===== src/rtl/mips_pkg.sv =====
// Shared encodings for the multicycle MIPS controller: opcodes, funct codes,
// ALUControl values, FSM state encoding and the datapath control bundle.
package mips_pkg;

    localparam int unsigned OPCODE_WIDTH  = 6;
    localparam int unsigned FUNCT_WIDTH   = 6;
    localparam int unsigned CONTROL_WIDTH = 3;
    localparam int unsigned STATE_WIDTH   = 4;

    localparam logic [OPCODE_WIDTH-1:0] OP_R    = 6'b000000;
    localparam logic [OPCODE_WIDTH-1:0] OP_LW   = 6'b100011;
    localparam logic [OPCODE_WIDTH-1:0] OP_SW   = 6'b101011;
    localparam logic [OPCODE_WIDTH-1:0] OP_BEQ  = 6'b000100;
    localparam logic [OPCODE_WIDTH-1:0] OP_ADDI = 6'b001000;
    localparam logic [OPCODE_WIDTH-1:0] OP_J    = 6'b000010;

    localparam logic [FUNCT_WIDTH-1:0] FN_ADD = 6'b100000;
    localparam logic [FUNCT_WIDTH-1:0] FN_SUB = 6'b100010;
    localparam logic [FUNCT_WIDTH-1:0] FN_AND = 6'b100100;
    localparam logic [FUNCT_WIDTH-1:0] FN_OR  = 6'b100101;
    localparam logic [FUNCT_WIDTH-1:0] FN_SLT = 6'b101010;
    localparam logic [FUNCT_WIDTH-1:0] FN_MUL = 6'b011000;

    // Must stay in lockstep with the ALU's operation decode.
    localparam logic [CONTROL_WIDTH-1:0] ALU_AND = 3'b000;
    localparam logic [CONTROL_WIDTH-1:0] ALU_OR  = 3'b001;
    localparam logic [CONTROL_WIDTH-1:0] ALU_ADD = 3'b010;
    localparam logic [CONTROL_WIDTH-1:0] ALU_SUB = 3'b100;
    localparam logic [CONTROL_WIDTH-1:0] ALU_MUL = 3'b101;
    localparam logic [CONTROL_WIDTH-1:0] ALU_SLT = 3'b110;

    typedef enum logic [STATE_WIDTH-1:0] {
        S_FETCH    = 4'd0,
        S_DECODE   = 4'd1,
        S_MEMADR   = 4'd2,
        S_MEMREAD  = 4'd3,
        S_MEMWB    = 4'd4,
        S_MEMWRITE = 4'd5,
        S_EXECUTE  = 4'd6,
        S_ALUWB    = 4'd7,
        S_BRANCH   = 4'd8,
        S_ADDIEX   = 4'd9,
        S_ADDIWB   = 4'd10,
        S_JUMP     = 4'd11
    } state_t;

    typedef enum logic [1:0] {
        ALUOP_ADD   = 2'b00,
        ALUOP_SUB   = 2'b01,
        ALUOP_FUNCT = 2'b10,
        ALUOP_NONE  = 2'b11
    } aluop_t;

    typedef struct packed {
        logic       iord;
        logic       mem_write;
        logic       ir_write;
        logic       reg_dst;
        logic       mem_to_reg;
        logic       reg_write;
        logic       alu_src_a;
        logic [1:0] alu_src_b;
        logic [1:0] pc_src;
        logic       pc_write;
        logic       branch;
    } ctrl_t;

    function automatic logic is_known_opcode(input logic [OPCODE_WIDTH-1:0] op);
        return (op == OP_R) || (op == OP_LW) || (op == OP_SW) ||
               (op == OP_BEQ) || (op == OP_ADDI) || (op == OP_J);
    endfunction

endpackage


===== src/rtl/multicycle_control_unit_if.sv =====
// Controller-to-datapath bundle: instruction fields and flags in, enables and
// mux selects out. master = controller, slave = datapath/ALU side.
interface multicycle_control_unit_if;

    logic [mips_pkg::OPCODE_WIDTH-1:0]  Opcode;
    logic [mips_pkg::FUNCT_WIDTH-1:0]   Funct;
    logic                               ZERO;
    logic                               MemReady;
    logic                               IorD;
    logic                               MemWrite;
    logic                               IRWrite;
    logic                               RegDst;
    logic                               MemtoReg;
    logic                               RegWrite;
    logic                               ALUSrcA;
    logic [1:0]                         ALUSrcB;
    logic [mips_pkg::CONTROL_WIDTH-1:0] ALUControl;
    logic [1:0]                         PCSrc;
    logic                               PCEn;
    logic                               IllegalInstr;

    modport master (
        input  Opcode, Funct, ZERO, MemReady,
        output IorD, MemWrite, IRWrite, RegDst, MemtoReg, RegWrite,
               ALUSrcA, ALUSrcB, ALUControl, PCSrc, PCEn, IllegalInstr
    );

    modport slave (
        output Opcode, Funct, ZERO, MemReady,
        input  IorD, MemWrite, IRWrite, RegDst, MemtoReg, RegWrite,
               ALUSrcA, ALUSrcB, ALUControl, PCSrc, PCEn, IllegalInstr
    );

endinterface


===== src/rtl/multicycle_control_unit_alu_decoder.sv =====
// ALU decoder: maps the FSM's ALUOp and the R-type funct field to ALUControl,
// and flags funct codes outside the supported set.
module alu_decoder
    import mips_pkg::*;
(
    input  aluop_t                   alu_op,
    input  logic [FUNCT_WIDTH-1:0]   funct,
    output logic [CONTROL_WIDTH-1:0] alu_control,
    output logic                     illegal_funct
);

    logic [CONTROL_WIDTH-1:0] funct_control;

    // Funct lookup; unknown codes fall back to add so the instruction still flows.
    always_comb begin
        funct_control = ALU_ADD;
        illegal_funct = 1'b0;
        case (funct)
            FN_ADD:  funct_control = ALU_ADD;
            FN_SUB:  funct_control = ALU_SUB;
            FN_AND:  funct_control = ALU_AND;
            FN_OR:   funct_control = ALU_OR;
            FN_SLT:  funct_control = ALU_SLT;
            FN_MUL:  funct_control = ALU_MUL;
            default: illegal_funct = 1'b1;
        endcase
    end

    always_comb begin
        alu_control = ALU_ADD;
        case (alu_op)
            ALUOP_ADD:   alu_control = ALU_ADD;
            ALUOP_SUB:   alu_control = ALU_SUB;
            ALUOP_FUNCT: alu_control = funct_control;
            default:     alu_control = CONTROL_WIDTH'(0);
        endcase
    end

endmodule


===== src/rtl/multicycle_control_unit.sv =====
// Moore main controller for the multicycle MIPS datapath: steps each instruction
// through fetch/decode/execute/memory/writeback and drives every datapath control.
module multicycle_control_unit
    import mips_pkg::*;
(
    input  logic                       CLK,
    input  logic                       RST,
    multicycle_control_unit_if.master  bus
);

    state_t                   state;
    state_t                   state_next;
    ctrl_t                    ctrl;
    aluop_t                   alu_op;
    logic                     illegal_c;
    logic                     illegal_funct;
    logic [CONTROL_WIDTH-1:0] alu_control;

    always_ff @(posedge CLK or negedge RST) begin
        if (!RST) state <= S_FETCH;
        else      state <= state_next;
    end

    alu_decoder u_alu_decoder (
        .alu_op        (alu_op),
        .funct         (bus.Funct),
        .alu_control   (alu_control),
        .illegal_funct (illegal_funct)
    );

    // Next-state and Moore control decode.
    always_comb begin
        state_next = S_FETCH;
        ctrl       = '0;
        alu_op     = ALUOP_ADD;
        illegal_c  = 1'b0;
        case (state)
            S_FETCH: begin
                ctrl.alu_src_b = 2'b01;
                ctrl.ir_write  = bus.MemReady;
                ctrl.pc_write  = bus.MemReady;
                state_next     = bus.MemReady ? S_DECODE : S_FETCH;
            end
            S_DECODE: begin
                ctrl.alu_src_b = 2'b11;
                illegal_c      = !is_known_opcode(bus.Opcode) ||
                                 ((bus.Opcode == OP_R) && illegal_funct);
                case (bus.Opcode)
                    OP_LW, OP_SW: state_next = S_MEMADR;
                    OP_R:         state_next = S_EXECUTE;
                    OP_BEQ:       state_next = S_BRANCH;
                    OP_ADDI:      state_next = S_ADDIEX;
                    OP_J:         state_next = S_JUMP;
                    default:      state_next = S_FETCH;
                endcase
            end
            S_MEMADR: begin
                ctrl.alu_src_a = 1'b1;
                ctrl.alu_src_b = 2'b10;
                if (bus.Opcode == OP_LW)      state_next = S_MEMREAD;
                else if (bus.Opcode == OP_SW) state_next = S_MEMWRITE;
                else                          state_next = S_FETCH;
            end
            S_MEMREAD: begin
                ctrl.iord  = 1'b1;
                state_next = bus.MemReady ? S_MEMWB : S_MEMREAD;
            end
            S_MEMWB: begin
                ctrl.mem_to_reg = 1'b1;
                ctrl.reg_write  = 1'b1;
            end
            S_MEMWRITE: begin
                ctrl.iord      = 1'b1;
                ctrl.mem_write = 1'b1;
                state_next     = bus.MemReady ? S_FETCH : S_MEMWRITE;
            end
            S_EXECUTE: begin
                ctrl.alu_src_a = 1'b1;
                alu_op         = ALUOP_FUNCT;
                state_next     = S_ALUWB;
            end
            S_ALUWB: begin
                ctrl.reg_dst   = 1'b1;
                ctrl.reg_write = 1'b1;
            end
            S_BRANCH: begin
                ctrl.alu_src_a = 1'b1;
                ctrl.pc_src    = 2'b01;
                ctrl.branch    = 1'b1;
                alu_op         = ALUOP_SUB;
            end
            S_ADDIEX: begin
                ctrl.alu_src_a = 1'b1;
                ctrl.alu_src_b = 2'b10;
                state_next     = S_ADDIWB;
            end
            S_ADDIWB: begin
                ctrl.reg_write = 1'b1;
            end
            S_JUMP: begin
                ctrl.pc_src   = 2'b10;
                ctrl.pc_write = 1'b1;
            end
            default: begin
                alu_op = ALUOP_NONE;
            end
        endcase
    end

    assign bus.IorD       = ctrl.iord;
    assign bus.RegDst     = ctrl.reg_dst;
    assign bus.MemtoReg   = ctrl.mem_to_reg;
    assign bus.ALUSrcA    = ctrl.alu_src_a;
    assign bus.ALUSrcB    = ctrl.alu_src_b;
    assign bus.ALUControl = alu_control;
    assign bus.PCSrc      = ctrl.pc_src;

    // Architectural strobes are held off for as long as reset is low.
    assign bus.MemWrite     = ctrl.mem_write & RST;
    assign bus.IRWrite      = ctrl.ir_write & RST;
    assign bus.RegWrite     = ctrl.reg_write & RST;
    assign bus.PCEn         = (ctrl.pc_write | (ctrl.branch & bus.ZERO)) & RST;
    assign bus.IllegalInstr = illegal_c & RST;

endmodule


===== src/flat_wrapper.sv =====
// flat-port wrapper written by rule: the top's interface ports become plain ports
module multicycle_control_unit_flat import mips_pkg::*;
  (CLK, RST, bus_Opcode, bus_Funct, bus_ZERO, bus_MemReady, bus_IorD, bus_MemWrite, bus_IRWrite, bus_RegDst, bus_MemtoReg, bus_RegWrite, bus_ALUSrcA, bus_ALUSrcB, bus_ALUControl, bus_PCSrc, bus_PCEn, bus_IllegalInstr);
  multicycle_control_unit_if bus_i ();
  input  logic CLK;
  input  logic RST;
  input wire logic [$bits(bus_i.Opcode)-1:0] bus_Opcode;
  input wire logic [$bits(bus_i.Funct)-1:0] bus_Funct;
  input wire logic [$bits(bus_i.ZERO)-1:0] bus_ZERO;
  input wire logic [$bits(bus_i.MemReady)-1:0] bus_MemReady;
  output wire logic [$bits(bus_i.IorD)-1:0] bus_IorD;
  output wire logic [$bits(bus_i.MemWrite)-1:0] bus_MemWrite;
  output wire logic [$bits(bus_i.IRWrite)-1:0] bus_IRWrite;
  output wire logic [$bits(bus_i.RegDst)-1:0] bus_RegDst;
  output wire logic [$bits(bus_i.MemtoReg)-1:0] bus_MemtoReg;
  output wire logic [$bits(bus_i.RegWrite)-1:0] bus_RegWrite;
  output wire logic [$bits(bus_i.ALUSrcA)-1:0] bus_ALUSrcA;
  output wire logic [$bits(bus_i.ALUSrcB)-1:0] bus_ALUSrcB;
  output wire logic [$bits(bus_i.ALUControl)-1:0] bus_ALUControl;
  output wire logic [$bits(bus_i.PCSrc)-1:0] bus_PCSrc;
  output wire logic [$bits(bus_i.PCEn)-1:0] bus_PCEn;
  output wire logic [$bits(bus_i.IllegalInstr)-1:0] bus_IllegalInstr;
  assign bus_i.Opcode = bus_Opcode;
  assign bus_i.Funct = bus_Funct;
  assign bus_i.ZERO = bus_ZERO;
  assign bus_i.MemReady = bus_MemReady;
  assign bus_IorD = bus_i.IorD;
  assign bus_MemWrite = bus_i.MemWrite;
  assign bus_IRWrite = bus_i.IRWrite;
  assign bus_RegDst = bus_i.RegDst;
  assign bus_MemtoReg = bus_i.MemtoReg;
  assign bus_RegWrite = bus_i.RegWrite;
  assign bus_ALUSrcA = bus_i.ALUSrcA;
  assign bus_ALUSrcB = bus_i.ALUSrcB;
  assign bus_ALUControl = bus_i.ALUControl;
  assign bus_PCSrc = bus_i.PCSrc;
  assign bus_PCEn = bus_i.PCEn;
  assign bus_IllegalInstr = bus_i.IllegalInstr;
  multicycle_control_unit u_core (.CLK(CLK), .RST(RST), .bus(bus_i));
endmodule

===== config.mk =====
export PLATFORM = sky130hd
export DESIGN_NAME = multicycle_control_unit_flat
export DESIGN_NICKNAME = d
export VERILOG_FILES = /design/src/rtl/mips_pkg.sv /design/src/rtl/multicycle_control_unit_if.sv /design/src/rtl/multicycle_control_unit_alu_decoder.sv /design/src/rtl/multicycle_control_unit.sv /design/src/flat_wrapper.sv
export SDC_FILE = /design/constraint.sdc
export NUM_CORES = 1
export LEC_CHECK = 0
export ABC_AREA = 1
export CAP_MARGIN = 10
export CELL_PAD_IN_SITES_DETAIL_PLACEMENT = 1
export CELL_PAD_IN_SITES_GLOBAL_PLACEMENT = 1
export CORE_AREA = 2 2 55 57
export CTS_CLUSTER_SIZE = 12
export DETAILED_ROUTE_END_ITERATION = 12
export DIE_AREA = 0 0 57 59
export PLACE_DENSITY = 0.75
export REMOVE_ABC_BUFFERS = 1
export SKIP_LAST_GASP = 1
export SYNTH_ARGS = -nofsm -noshare
export SYNTH_HDL_FRONTEND = slang
export SYNTH_SLANG_ARGS = --single-unit

===== constraint.sdc =====
create_clock -name CLK -period 1.5 [get_ports CLK]
set_input_delay 0.3 -clock CLK [delete_from_list [all_inputs] [get_ports CLK]]
set_output_delay 0.3 -clock CLK [all_outputs]
set_load 0.005 [all_outputs]

Word level (Yosys, flattened, before mapping) --
Cells that the tools add are included.
Word-level totals: output and inout bits 16, ROM bits 0, bits of input ports 16, latch bits 0, memory bits (writable) 0, memories kept 0, register bits 4
Cells by class: equality and inequality tests 24, bitwise logic cells 7, div/mod/pow operators 0, shift operators 0, add/sub/neg operators 0, reductions and logical operators 18, $lt $le $gt $ge 0, muxes and demuxes 23, $mul 0
Operator list (number):
- 6-bit equality test, second input constant | 7
- 4-bit case mux with 7 select lines | 1
- 4-bit case mux with 5 select lines | 1
- 4-bit by 3-bit equality test with 1-bit output, second input constant | 4
- 4-bit equality test, second input constant | 4
- 3-bit case mux with 5 select lines | 1
- 3-bit two-way mux | 4
- 2-bit case mux with 3 select lines | 2
- 1-bit two-way mux | 11
- 10-bit OR reduction | 1
- 3-bit case mux with 3 select lines | 1
- 4-bit by 2-bit equality test with 1-bit output, second input constant | 2
- 1-bit AND | 6
- 6-bit by 2-bit equality test with 1-bit output, second input constant | 1
- 6-bit by 3-bit equality test with 1-bit output, second input constant | 1
- 6-bit by 4-bit equality test with 1-bit output, second input constant | 1
- 6-bit by 5-bit equality test with 1-bit output, second input constant | 1
- 6-bit logical NOT | 1
- 1-bit logical OR | 6
- 2-bit OR reduction | 3
- 6-bit OR reduction | 1
- 4-bit by 1-bit equality test with 1-bit output, second input constant | 1
- 4-bit logical NOT | 1
- 2-bit case mux with 2 select lines | 1
- other kinds (9) | 9

Longest topological paths before layout --
depth in word-level cells 10, mapped depth 9

By module --
Synthesis repeated with hierarchy kept, for this count alone.
Unflattened totals: cell total of the unflattened synthesis 133, area, all modules 659.4 um^2
Modules (own cells, without submodules):
- multicycle_control_unit | cells an instance 104, area each 518.0 um^2, times used 1, sequential area each 100.1 um^2
- alu_decoder | cells an instance 29, area each 141.4 um^2, times used 1, sequential area each 0.0 um^2

Least setup slack after synthesis --
OpenSTA, ideal clock, no wires.
path type register to output, start register u_core.state[3], end output bus_RegWrite, arrival time 0.978 ns, path slack 0.222 ns, required time 1.200 ns, cell stages (with the launch flop) 8, cell sequence dfrtp_1 -> inv_1 -> nand2_1 -> nor2_1 -> nor2_1 -> nand2_1 -> nand2_1 -> inv_1
On the way: word-level cells in the longest chain between the ends 4
RTL lines:
- start, declared | RTL line multicycle_control_unit.sv:11 | state_t state;
- start signal, assigned | RTL line multicycle_control_unit.sv:21 | else state <= state_next;
- 4-bit by 3-bit equality test with 1-bit output / 4-bit equality test (equally long branches) | RTL line multicycle_control_unit.sv:37 | case (state)
- 3-bit OR reduction (no source line) (*)
- 1-bit two-way mux (*) | RTL line multicycle_control_unit.sv:37
- 1-bit AND (*) | RTL line multicycle_control_unit.sv:121 | assign bus.RegWrite = ctrl.reg_write & RST;
- end, declared | RTL line flat_wrapper.sv:16 | output wire logic [$bits(bus_i.RegWrite)-1:0] bus_RegWrite;
Every way passes the cells marked *; elsewhere a longest branch is shown, timed or not.

Worst setup path after layout --
start register u_core.state[3], end output bus_PCEn
On the way: word-level cells in the longest chain between the ends 5
RTL lines:
- 4-bit equality test | RTL line multicycle_control_unit.sv:37
- 1-bit two-way mux | RTL line multicycle_control_unit.sv:37
- 1-bit AND | RTL line multicycle_control_unit.sv:122 | assign bus.PCEn = (ctrl.pc_write | (ctrl.branch & bus.ZERO)) & RST;
- 1-bit OR (*) | RTL line multicycle_control_unit.sv:122
- 1-bit AND (*) | RTL line multicycle_control_unit.sv:122
- end, declared | RTL line flat_wrapper.sv:21 | output wire logic [$bits(bus_i.PCEn)-1:0] bus_PCEn;
Marks and branches as above.

==> run_results.csv <==
group,metric,value,unit
routing,dr_total_vias,1138,
synth,synth.area.mux_share,0,
finish,final_nets,228,
power,p_leak,0.859,nW
cts,numCtsBuffers,3,
critical_path,regToRegEndpoint,"u_core.state[2]",
sta,hold_viol_final,0,
sta,clock_skew,4.44,ps
place,pre_cts_slack,-813,ps
synth,synth_compound_area_frac,0.0593,
routing,drcViolationCount,0,
cts,cts_buffer_depth,2,
global_routing,grt_max_degree,6,
cts,insertion_delay,240,ps
place,dpl.hpwl,2.26,mm
global_routing,overflow,0,
sta,period_needed,1830,ps
critical_path,endpoint_kind,"output pin",
sta,slew_viol_final,0,
cts,cts_root_buf,"clkbuf_4",
global_routing,grt_first_pass_wirelength,5.68,mm
sta,hold_ws,478,ps
finish,area_delta_synth_final,147,%
finish,top_register,"u_core.state",
die,die_y,59,um
die,pin_count,32,
critical_path,r2r_start,"u_core.state[0]",
synth,synth_adder_area_share,0,
cts,h-tree-depth,1,
global_routing,antenna_found_initial,0,
sta,setup_viol,14,
finish,top_regs,"u_core.state x4",
cts,cts_tree,"yes",
synth,ys.warnings.count,0,
die,initial_core_util,0.234,
synth,ys_seq_area_frac,0.158,
synth,synth_top_family_by_area,"simple AND/OR/NAND/NOR gates",
outcome,status,"complete, but fails checks",
die,rows,19,
critical_path,worstPathMaxFanout,3,
sta,tightest_slew,309,ps
finish,diodes,0,
synth,yosys.area_share.simple,0.628,
hold_path,hold_class,"in -> async",
finish,largest_reg_flops,4,
power,ir_drop,0.000192,V
critical_path,crit_path_start,"u_core.state[3]",
die,die_w,57,um
routing,wl_per_cell,15.8,um
cts,cts_sinks,4,
routing,first_pass_iters,4,
power,power,0.598,mW
routing,ant_nets,0,
synth,synth_area,633,sq um
critical_path,cp-start-kind,"flop",
critical_path,r2r_cells,7,
outcome,violations,"setup timing",
sta,max_freq,0.546,GHz
power,power_density,382,nW/um^2
routing,via_per_inst,4.72,
place,gp_congestion,0.817,
finish,drive_above_1_share,0.629,
die,die_area,3360,sq um
synth,synth_xor_area_frac,0,
synth,ys_types,15,
critical_path,criticalPathCategory,"reg -> out",
synth,netlist_instances,125,
global_routing,grt_pass1_vias,1241,
global_routing,track_usage,0.218,
synth,yosys_register_bits,4,
cts,clk_pin_slew,40,ps
routing,drt-total-wl,3.81,mm
run,cap_violations,0,
die,fp.coreArea,2710,sq um
routing,drt_iter0_drc,17,
sta,max-slew-margin-rel,0.792,
sta,layout_setup_ws,-332,ps
sta,finalSetupTns,-3080,ps
place,numPortBuffers,31,
critical_path,rrSetupSlack,40,ps
cts,postCtsHoldBufs,0,
critical_path,worstPathRequired,1200,ps
sta,min_period_over_period,1.22,
sta,rsz0062_at_grt,"true",
critical_path,arrival,1530,ps
synth,syn_area_per_cell,5.06,sq um
==> logic make-up (layout without fill, tap and decap cells) <==
family	after synthesis	in the layout
AND/OR/NAND/NOR	88	88
AO/OA/AOI/OAI	7	7
flip-flops	4	4
buffers and inverters	26	111
==> worst max-delay path by stage <==
| stage | to | slack (ps) |
|---|---|---|
| 4_1_cts | bus_IllegalInstr | -270 |
| 2_1_floorplan | bus_RegWrite | 220 |
| 5_1_grt | bus_PCEn | -400 |
| 3_3_place_gp | bus_IllegalInstr | -730 |
| 3_5_place_dp | bus_ALUControl[2] | -810 |
| 6_report | bus_PCEn | -330 |
==> repair_timing <==
action                     CTS  global route
hold endpoints to repair     0             0
setup buffers               18            10
setup endpoints to repair   16            19
pin swaps                   21            17
resized for setup          120            45
==> power breakdown <==
part / leakage (nW) / switching [mW] / internal (mW) / total, mW
Clock: 0.0138 / 0.0485 / 0.0898 / 0.138
Combinational: 0.794 / 0.166 / 0.160 / 0.326
Sequential: 0.0513 / 0.0184 / 0.116 / 0.134
==> cell usage after synthesis (all sizes together) <==
library cell / instances / share of area
a21oi: 3 / 0.024
and2: 1 / 0.0099
dfrtp: 4 / 0.16
inv: 26 / 0.15
nand2: 33 / 0.20
nand3: 16 / 0.13
nand4: 2 / 0.020
nor2: 34 / 0.25
nor3: 2 / 0.024
o211ai: 1 / 0.012
o21ai: 3 / 0.024
==> through the flow <==
stage	instance area (sq um)	instances	util
2_1_floorplan	633	125	-
3_3_place_gp	1180	213	0.434
3_5_place_dp	1180	213	0.434
4_1_cts	1440	234	0.532
5_1_grt	1570	241	0.578
6_report	1570	241	0.578
==> cells in the final DEF, fill, tap and decap left out, types with 9 or more instances in the layout <==
master   count
inv_1       12
nand3_1     11
buf_4       37
inv_2       12
nor2_4      13
buf_2       12
buf_6       13
nand2_1     23
nor2_2       9
nor2_1      12
==> layer usage <==
| metal | share of wire | track usage |
|---|---|---|
| met5 | 0 | 0 |
| met4 | 0.029 | 0.0864 |
| met3 | 0.014 | 0.00437 |
| met2 | 0.55 | 0.414 |
| met1 | 0.40 | 0.261 |
==> layout make-up <==
class,instances,area [sq um]
clock buffers,3,22.5
fillers,353,1140
inverters,26,103
multi-input cells,95,632
flip-flops and latches,4,103
well taps,31,38.8
repair buffers,82,667
==> worst max-delay path: stages, from the launching register on <==
cell	delay, ps
dfrtp_1	410
buf_6	150
nor2_4	130
buf_6	130
nand3_2	80
nand3_1	90
nand2_1	50
inv_1	50
dlygate4sd2_1	220
(Power assumes the default switching activity.)
